### src/rtl/router_pkg.sv
// Shared definitions for the router input port: flit layout, port count,
// port-state encoding and the destination decode helper.
package router_pkg;

  localparam int NPORTS   = 5;
  localparam int FLIT_W   = 34;
  localparam int HEAD_BIT = 33;
  localparam int TAIL_BIT = 32;
  localparam int DEST_LSB = 0;
  localparam int DEST_W   = 3;

  typedef enum logic [0:0] {
    ST_IDLE   = 1'b0,
    ST_ACTIVE = 1'b1
  } state_e;

  // One-hot request vector for a destination field; out-of-range codes give zero.
  function automatic logic [NPORTS-1:0] dest_onehot(input logic [DEST_W-1:0] dest);
    logic [NPORTS-1:0] oh;
    oh = '0;
    for (int k = 0; k < NPORTS; k++) begin
      oh[k] = (dest == DEST_W'(k));
    end
    return oh;
  endfunction

endpackage

### src/rtl/flit_fifo.sv
// Flit storage for one router input: circular buffer with occupancy count.
// Pushes while full and pops while empty are ignored.
module flit_fifo #(
  parameter int DEPTH  = 4,
  parameter int FLIT_W = 34,
  localparam int AW    = $clog2(DEPTH),
  localparam int CW    = AW + 1
) (
  input  logic              CLK,
  input  logic              rst_n,
  input  logic              push,
  input  logic [FLIT_W-1:0] din,
  input  logic              pop,
  output logic [FLIT_W-1:0] dout,
  output logic              full,
  output logic              empty,
  output logic [CW-1:0]     count
);

  logic [FLIT_W-1:0] mem [DEPTH];
  logic [AW-1:0]     wr_ptr;
  logic [AW-1:0]     rd_ptr;
  logic [CW-1:0]     cnt;
  logic              do_push;
  logic              do_pop;

  assign full    = (cnt == CW'(DEPTH));
  assign empty   = (cnt == '0);
  assign count   = cnt;
  assign dout    = mem[rd_ptr];
  assign do_push = push & ~full;
  assign do_pop  = pop & ~empty;

  // Storage write; contents are left as-is across reset since count gates them.
  always_ff @(posedge CLK) begin
    if (do_push) begin
      mem[wr_ptr] <= din;
    end
  end

  // Pointer and occupancy update; DEPTH is a power of two so pointers wrap naturally.
  always_ff @(posedge CLK) begin
    if (!rst_n) begin
      wr_ptr <= '0;
      rd_ptr <= '0;
      cnt    <= '0;
    end else begin
      if (do_push) wr_ptr <= wr_ptr + 1'b1;
      if (do_pop)  rd_ptr <= rd_ptr + 1'b1;
      case ({do_push, do_pop})
        2'b10:   cnt <= cnt + 1'b1;
        2'b01:   cnt <= cnt - 1'b1;
        default: cnt <= cnt;
      endcase
    end
  end

endmodule

### src/rtl/router_in_port.sv
// Router input port: buffers incoming flits, requests the output named by the
// head flit, holds that output for the rest of the packet and flags malformed
// traffic with a sticky error.
//
//   state     | meaning
//   ----------+---------------------------------------------------------
//   ST_IDLE   | between packets; FIFO head must be a head flit with dest 0..4
//   ST_ACTIVE | packet in progress; requests the latched route until tail pops
module router_in_port #(
  parameter int DEPTH  = 4,
  parameter int FLIT_W = router_pkg::FLIT_W
) (
  input  logic                          CLK,
  input  logic                          rst_n,
  input  logic                          in_valid,
  input  logic [FLIT_W-1:0]             in_flit,
  output logic                          in_ready,
  output logic [router_pkg::NPORTS-1:0] req,
  output logic                          hold,
  input  logic [router_pkg::NPORTS-1:0] gnt,
  output logic                          out_valid,
  output logic [FLIT_W-1:0]             out_flit,
  output logic                          err
);

  import router_pkg::*;

  localparam int CW = $clog2(DEPTH) + 1;

  logic [FLIT_W-1:0] head_flit;
  logic              fifo_full;
  logic              fifo_empty;
  logic [CW-1:0]     fifo_count;
  logic              fifo_pop;
  logic              is_head;
  logic              is_tail;
  logic [DEST_W-1:0] dest;
  logic              dest_ok;
  logic              discard;
  logic              grant_hit;
  logic [NPORTS-1:0] req_c;
  logic [NPORTS-1:0] route;
  state_e            state;
  logic              err_q;
  logic              unused_full;

  flit_fifo #(
    .DEPTH  (DEPTH),
    .FLIT_W (FLIT_W)
  ) u_fifo (
    .CLK   (CLK),
    .rst_n (rst_n),
    .push  (in_valid & in_ready),
    .din   (in_flit),
    .pop   (fifo_pop),
    .dout  (head_flit),
    .full  (fifo_full),
    .empty (fifo_empty),
    .count (fifo_count)
  );

  // Readiness comes from occupancy alone, so a same-cycle pop never frees a slot early.
  assign in_ready    = (fifo_count < CW'(DEPTH));
  assign unused_full = fifo_full;

  assign is_head = head_flit[HEAD_BIT];
  assign is_tail = head_flit[TAIL_BIT];
  assign dest    = head_flit[DEST_LSB +: DEST_W];
  assign dest_ok = (dest < DEST_W'(NPORTS));

  // Request generation and discard of malformed packet starts.
  always_comb begin
    req_c   = '0;
    discard = 1'b0;
    if (!fifo_empty) begin
      if (state == ST_IDLE) begin
        if (is_head && dest_ok) req_c = dest_onehot(dest);
        else                    discard = 1'b1;
      end else begin
        req_c = route;
      end
    end
  end

  assign req       = req_c;
  assign grant_hit = |(gnt & req_c);
  assign fifo_pop  = grant_hit | discard;
  assign out_valid = grant_hit;
  assign out_flit  = head_flit;
  assign hold      = (state == ST_ACTIVE);
  assign err       = err_q;

  // Packet state and route latch, advanced only by forwarded flits.
  always_ff @(posedge CLK) begin
    if (!rst_n) begin
      state <= ST_IDLE;
      route <= '0;
    end else if (grant_hit) begin
      case (state)
        ST_IDLE: begin
          if (!is_tail) begin
            state <= ST_ACTIVE;
            route <= req_c;
          end
        end
        ST_ACTIVE: begin
          if (is_tail) state <= ST_IDLE;
        end
        default: state <= ST_IDLE;
      endcase
    end
  end

  // Sticky error: discarded flits, or a head flit forwarded inside a packet.
  always_ff @(posedge CLK) begin
    if (!rst_n) begin
      err_q <= 1'b0;
    end else if (discard || (grant_hit && (state == ST_ACTIVE) && is_head)) begin
      err_q <= 1'b1;
    end
  end

endmodule

### config.mk
export PLATFORM = sky130hd
export DESIGN_NAME = router_in_port
export DESIGN_NICKNAME = d
export VERILOG_FILES = /design/src/rtl/router_pkg.sv /design/src/rtl/flit_fifo.sv /design/src/rtl/router_in_port.sv
export SDC_FILE = /design/constraint.sdc
export NUM_CORES = 1
export LEC_CHECK = 0
export CAP_MARGIN = 20
export CORE_MARGIN = 3
export CORE_UTILIZATION = 49
export CTS_CLUSTER_SIZE = 25
export DETAILED_ROUTE_END_ITERATION = 10
export GPL_TIMING_DRIVEN = 0
export PLACE_DENSITY = 0.76
export SLEW_MARGIN = 20
export SYNTH_ARGS = -nofsm -noshare
export SYNTH_HDL_FRONTEND = slang
export SYNTH_SLANG_ARGS = --single-unit
### constraint.sdc
create_clock -name CLK -period 2.9 [get_ports CLK]
set_input_delay 0.87 -clock CLK [delete_from_list [all_inputs] [get_ports CLK]]
set_output_delay 0.87 -clock CLK [all_outputs]
set_load 0.005 [all_outputs]
* Word level (Yosys, flattened, before mapping) *
Memory sizes are Yosys's and may differ from the RTL's. A register that Yosys moved wholly into a read port is not among the register bits.
Cells that the tools add are included.

word-level totals
  register bits after elaboration = 14
  memories kept = 1
  memory bits (writable) = 136
  output and inout bits = 43

memory list
  memory      depth  width  read ports  clocked after Yosys merged registers in  write ports  RTL line         source
  u_fifo.mem  4      34     1           1                                        1            flit_fifo.sv:20  logic [FLIT_W-1:0] mem [DEPTH];

cells by class
  reductions and logical operators = 9
  muxes and demuxes = 12
  equal/unequal tests = 7
  add/sub/neg operators = 4
  bitwise operators = 9
  magnitude comparators = 2

operators with widths
  kind                                                  number
  2-to-1 mux 5 bit                                      3
  equality test 3 x 2 -> 1 bit (second input constant)  2
  equality test 3 bit (second input constant)           2
  logical NOT 3 bit                                     2
  less-than comparator 3 bit (second input constant)    2
  2-to-1 mux 1 bit                                      6
  one-hot mux 3 bit (2 select lines)                    1
  AND 5 bit                                             1
  OR reduction 5 bit                                    1
  adder 2 x 1 -> 2 bit (second input constant)          2
  2-to-1 mux 2 bit                                      2
  NOT 1 bit                                             4
  adder 3 x 1 -> 3 bit (second input constant)          1
  AND 1 bit                                             3
  equality test 3 x 1 -> 1 bit (second input constant)  1
  logical AND 1 bit                                     3
  AND reduction 3 bit                                   1
  subtractor 3 x 1 -> 3 bit (second input constant)     1
  equality test 2 x 1 -> 1 bit (second input constant)  1
  equality test 2 bit (second input constant)           1
  nonzero test 2 bit                                    1
  logical OR 1 bit                                      1
  bitwise OR 1 bit                                      1

* Logic depth before layout (Yosys ltp) *
  depth in word-level cells = 11
  depth in mapped cells = 12

* Modules after synthesis *
A second synthesis with hierarchy kept.

second synthesis, totals
  cell total of the unflattened synthesis = 294
  area total of the unflattened synthesis = 5,982.0 µm²

by module, submodules not included
  module          sequential area each (µm²)  cells each  instances  area an instance (µm²)
  flit_fifo       4,264.1                     232         1          5,435.2
  router_in_port  140.1                       62          1          546.8

* Worst setup path after synthesis *
No wires, ideal clock.

  path kind = register to register
  start = reg (tool-made name)
  end = reg u_fifo.cnt[2] (netlist: u_fifo.count[2])
  stages on the path, launching flop included = 13
  arrival = 3,085 ps
  buffers on the path = 1
  setup time = 76 ps
  slack = -261 ps
  required time = 2,824 ps
  cells stage by stage = dfxtp_1 -> buf_6 -> mux4_2 -> nand4bb_1 -> a211oi_4 -> a211oi_4 -> nand4_4 -> ha_1 -> inv_1 -> fa_1 -> xor2_1 -> or3_1 -> a21boi_0

RTL lines
  what                  RTL line         source
  to (signal assigned)  flit_fifo.sv:51  2'b10: cnt <= cnt + 1'b1;
  to (signal assigned)  flit_fifo.sv:52  2'b01: cnt <= cnt - 1'b1;
  to (signal assigned)  flit_fifo.sv:53  default: cnt <= cnt;
  to (decl)             flit_fifo.sv:23  logic [CW-1:0] cnt;

==> impl_metrics.json <==
{
  "dominantRegCellSynth": "edfxtp_1",
  "cp.arrival_ns": 2.49,
  "timing.hold.ws_ns": 0.487,
  "cts_tree": "done",
  "nets": 493,
  "cts_max_level": 4,
  "end_kind": "output pin",
  "synth_fp_nets": 354,
  "outcome": "complete, but fails checks",
  "synthesis.area_sq_um": 5980,
  "drv_slew": 0,
  "async_flop_share_pct": 0,
  "dr.first_iter.drc_count": 276,
  "final_layout_size_suffix_gt1_share_pct": 31.7,
  "diodes": 0,
  "grt_pass1_wl_um": 18800,
  "clock.fmax_ghz": 0.298,
  "finalCriticalPeriod_ns": 3.36,
  "die_x_um": 116,
  "r2r-end": "u_fifo.count[2]",
  "power_density_nw_per_um2": 939,
  "drt-total-wl_um": 12100,
  "setup_viol": 27,
  "start_util_pct": 51.3,
  "core_area_sq_um": 11700,
  "final_common_cell": "edfxtp_1",
  "wl_met1_um": 4860,
  "path_clk_slew_ns": 0.06,
  "gp_congestion": 0.821,
  "clock_latency_ns": 0.42,
  "layout_setup_ws_ns": -0.461,
  "io_buffers": 84,
  "r2r_slack_ns": -0.43,
  "fin_crit_sh_pct": 116,
  "hold_violations": 0,
  "path_max_fanout": 7,
  "yosysSeqAreaShare_pct": 73.7,
  "hp-class": "reg2reg",
  "drv_cap": 0,
  "rsz0062_at_grt": "yes",
  "required_ns": 2.03,
  "dieHeight_um": 116,
  "drc_errors": 0,
  "synthCells": 306,
  "routed.top_layer": "met4",
  "clkSinkCount": 152,
  "slew_headroom_pct": 20.2,
  "grt_start_max_net_pins": 20,
  "startpoint_type": "flop",
  "fill_cells": 724,
  "via_per_inst": 5.55,
  "place_hpwl_um": 7120,
  "antenna_found_initial": 0,
  "placementRows": 39,
  "cts_buffers": 17,
  "cts_hold_buffers": 0,
  "avgSynthCellArea_sq_um": 19.5,
  "layout_common_cells": "edfxtp_1, clkdlybuf4s50_1, mux4_2, buf_4, clkbuf_16",
  "ios": 85,
  "die_area_sq_um": 13600,
  "crit_type": "reg2out",
  "dr_wl_met3_um": 948,
  "vias": 3331,
  "yosysUniqueCellTypes": 44,
  "cts_buffer_depth": 2,
  "synth_warnings": 0,
  "track_usage_pct": 19.1,
  "grt_pass1_vias": 3592,
  "r2r_cells": 14,
  "fin_worst_skew_ns": 0.00707,
  "worstMarginPinSlew_ns": 1.19,
  "whs_path_depth": 2,
  "synth_edf_count": 136,
  "hp-start": "err",
  "met2_length_um": 6090,
  "p_leak_nw": 2.79,
  "ir_drop_mv": 0.594,
  "syn_to_final_growth_pct": 35.9,
  "wl_per_cell_um": 20.2,
  "dp_slack_ns": -0.685,
  "drtPass1Iterations": 4,
  "overflow": 0,
  "hold_end": "err",
  "postRouteAntennaNets": 0,
  "violations": "negative setup slack",
  "synth-seq-cells": 152,
  "cts-root-buf": "clkbuf_16"
}
-- metal layers --
layer	track usage [%]	vias to the layer above
met1	23.1	1672
met4	8.66	0
met3	6.63	23
met5	0	-
met2	31.1	119
li1	-	1517
-- power breakdown --
| group | switching [mW] | internal [mW] |
|---|---|---|
| combinational | 1.14 | 1.48 |
| clock | 0.810 | 1.42 |
| sequential | 0.0987 | 2.67 |
| total | 2.05 | 5.57 |
-- what timing repair did --
action,CTS,global route
resized for setup,65,19
cloned,0,1
pin swaps,9,13
setup endpoints to repair,42,39
buffers inserted,35,3
-- how the worst max path moves through the flow --
stage	slack, ns	start	to
global route	-0.54	flop	u_fifo.count[2]
floorplan	-0.07	flop	u_fifo.count[2]
detailed placement	-0.68	flop	out_valid
global placement	-0.73	in_valid	u_fifo.mem[1][29]
CTS	-0.43	flop	out_valid
finish	-0.46	flop	out_valid
-- state kept, by name, indices dropped and copies added (netlist names), named ones only --
register / cells
u_fifo.mem: 136
route: 5
u_fifo.count: 3
u_fifo.rd_ptr: 2
u_fifo.wr_ptr: 2
err: 1
hold: 1
-- synth_stat cells, drive strengths merged, types with 4 or more instances --
cell,instances,area [sq um]
mux2i,4,40.0
buf,5,27.5
inv,10,37.5
dfxtp,16,320
nand2,12,45.0
ha,5,62.6
nand3,12,72.6
edfxtp,136,4080
a21oi,8,40.0
and2,5,33.8
mux4,34,766
nor2,9,33.8
clkbuf,8,30.0
-- area by class of cell --
type,count,area [sq um],area share (%)
Buffer,12,90.1,1.11
Inverter,11,41.3,0.508
Clock inverter,14,183,2.25
Timing Repair Buffer,121,1220,15.0
Sequential cell,152,4410,54.3
Multi-Input combinational cell,130,1580,19.4
Tap cell,143,179,2.20
Clock buffer,17,425,5.24
-- stage by stage --
| step | TNS [ns] | utilization [%] | instances | total power, mW | cell area, sq um |
|---|---|---|---|---|---|
| floorplan | -0.108 | - | 306 | 4.04 | 6010 |
| CTS | -7.28 | 69.2 | 602 | 7.58 | 8070 |
| global route | -9.29 | 69.6 | 600 | 7.98 | 8120 |
| finish | -6.33 | 69.6 | 600 | 7.62 | 8120 |
| global placement | -108.78 | 60.3 | 533 | 4.95 | 7030 |
| detailed placement | -12.11 | 61.3 | 537 | 5.04 | 7150 |
-- cell families after synthesis --
group / share of synthesized area, %
DFF: 73.7
and+or+nand+nor: 5.84
muxes: 13.5
AOI/OAI and AO/OA: 3.54
buffers and inverters: 1.65
adders and majority gates: 1.38
xor gates and xnor gates: 0.440
-- worst max-delay path, stage by stage, from the launching register on --
cell and delay [ns]:
dfxtp_2 0.33, buf_8 0.13, mux4_2 0.60, buf_6 0.16, and4bb_2 0.24, o21bai_2 0.35
nand3_4 0.13, buf_6 0.13
Power figures use the tool's default switching activity.
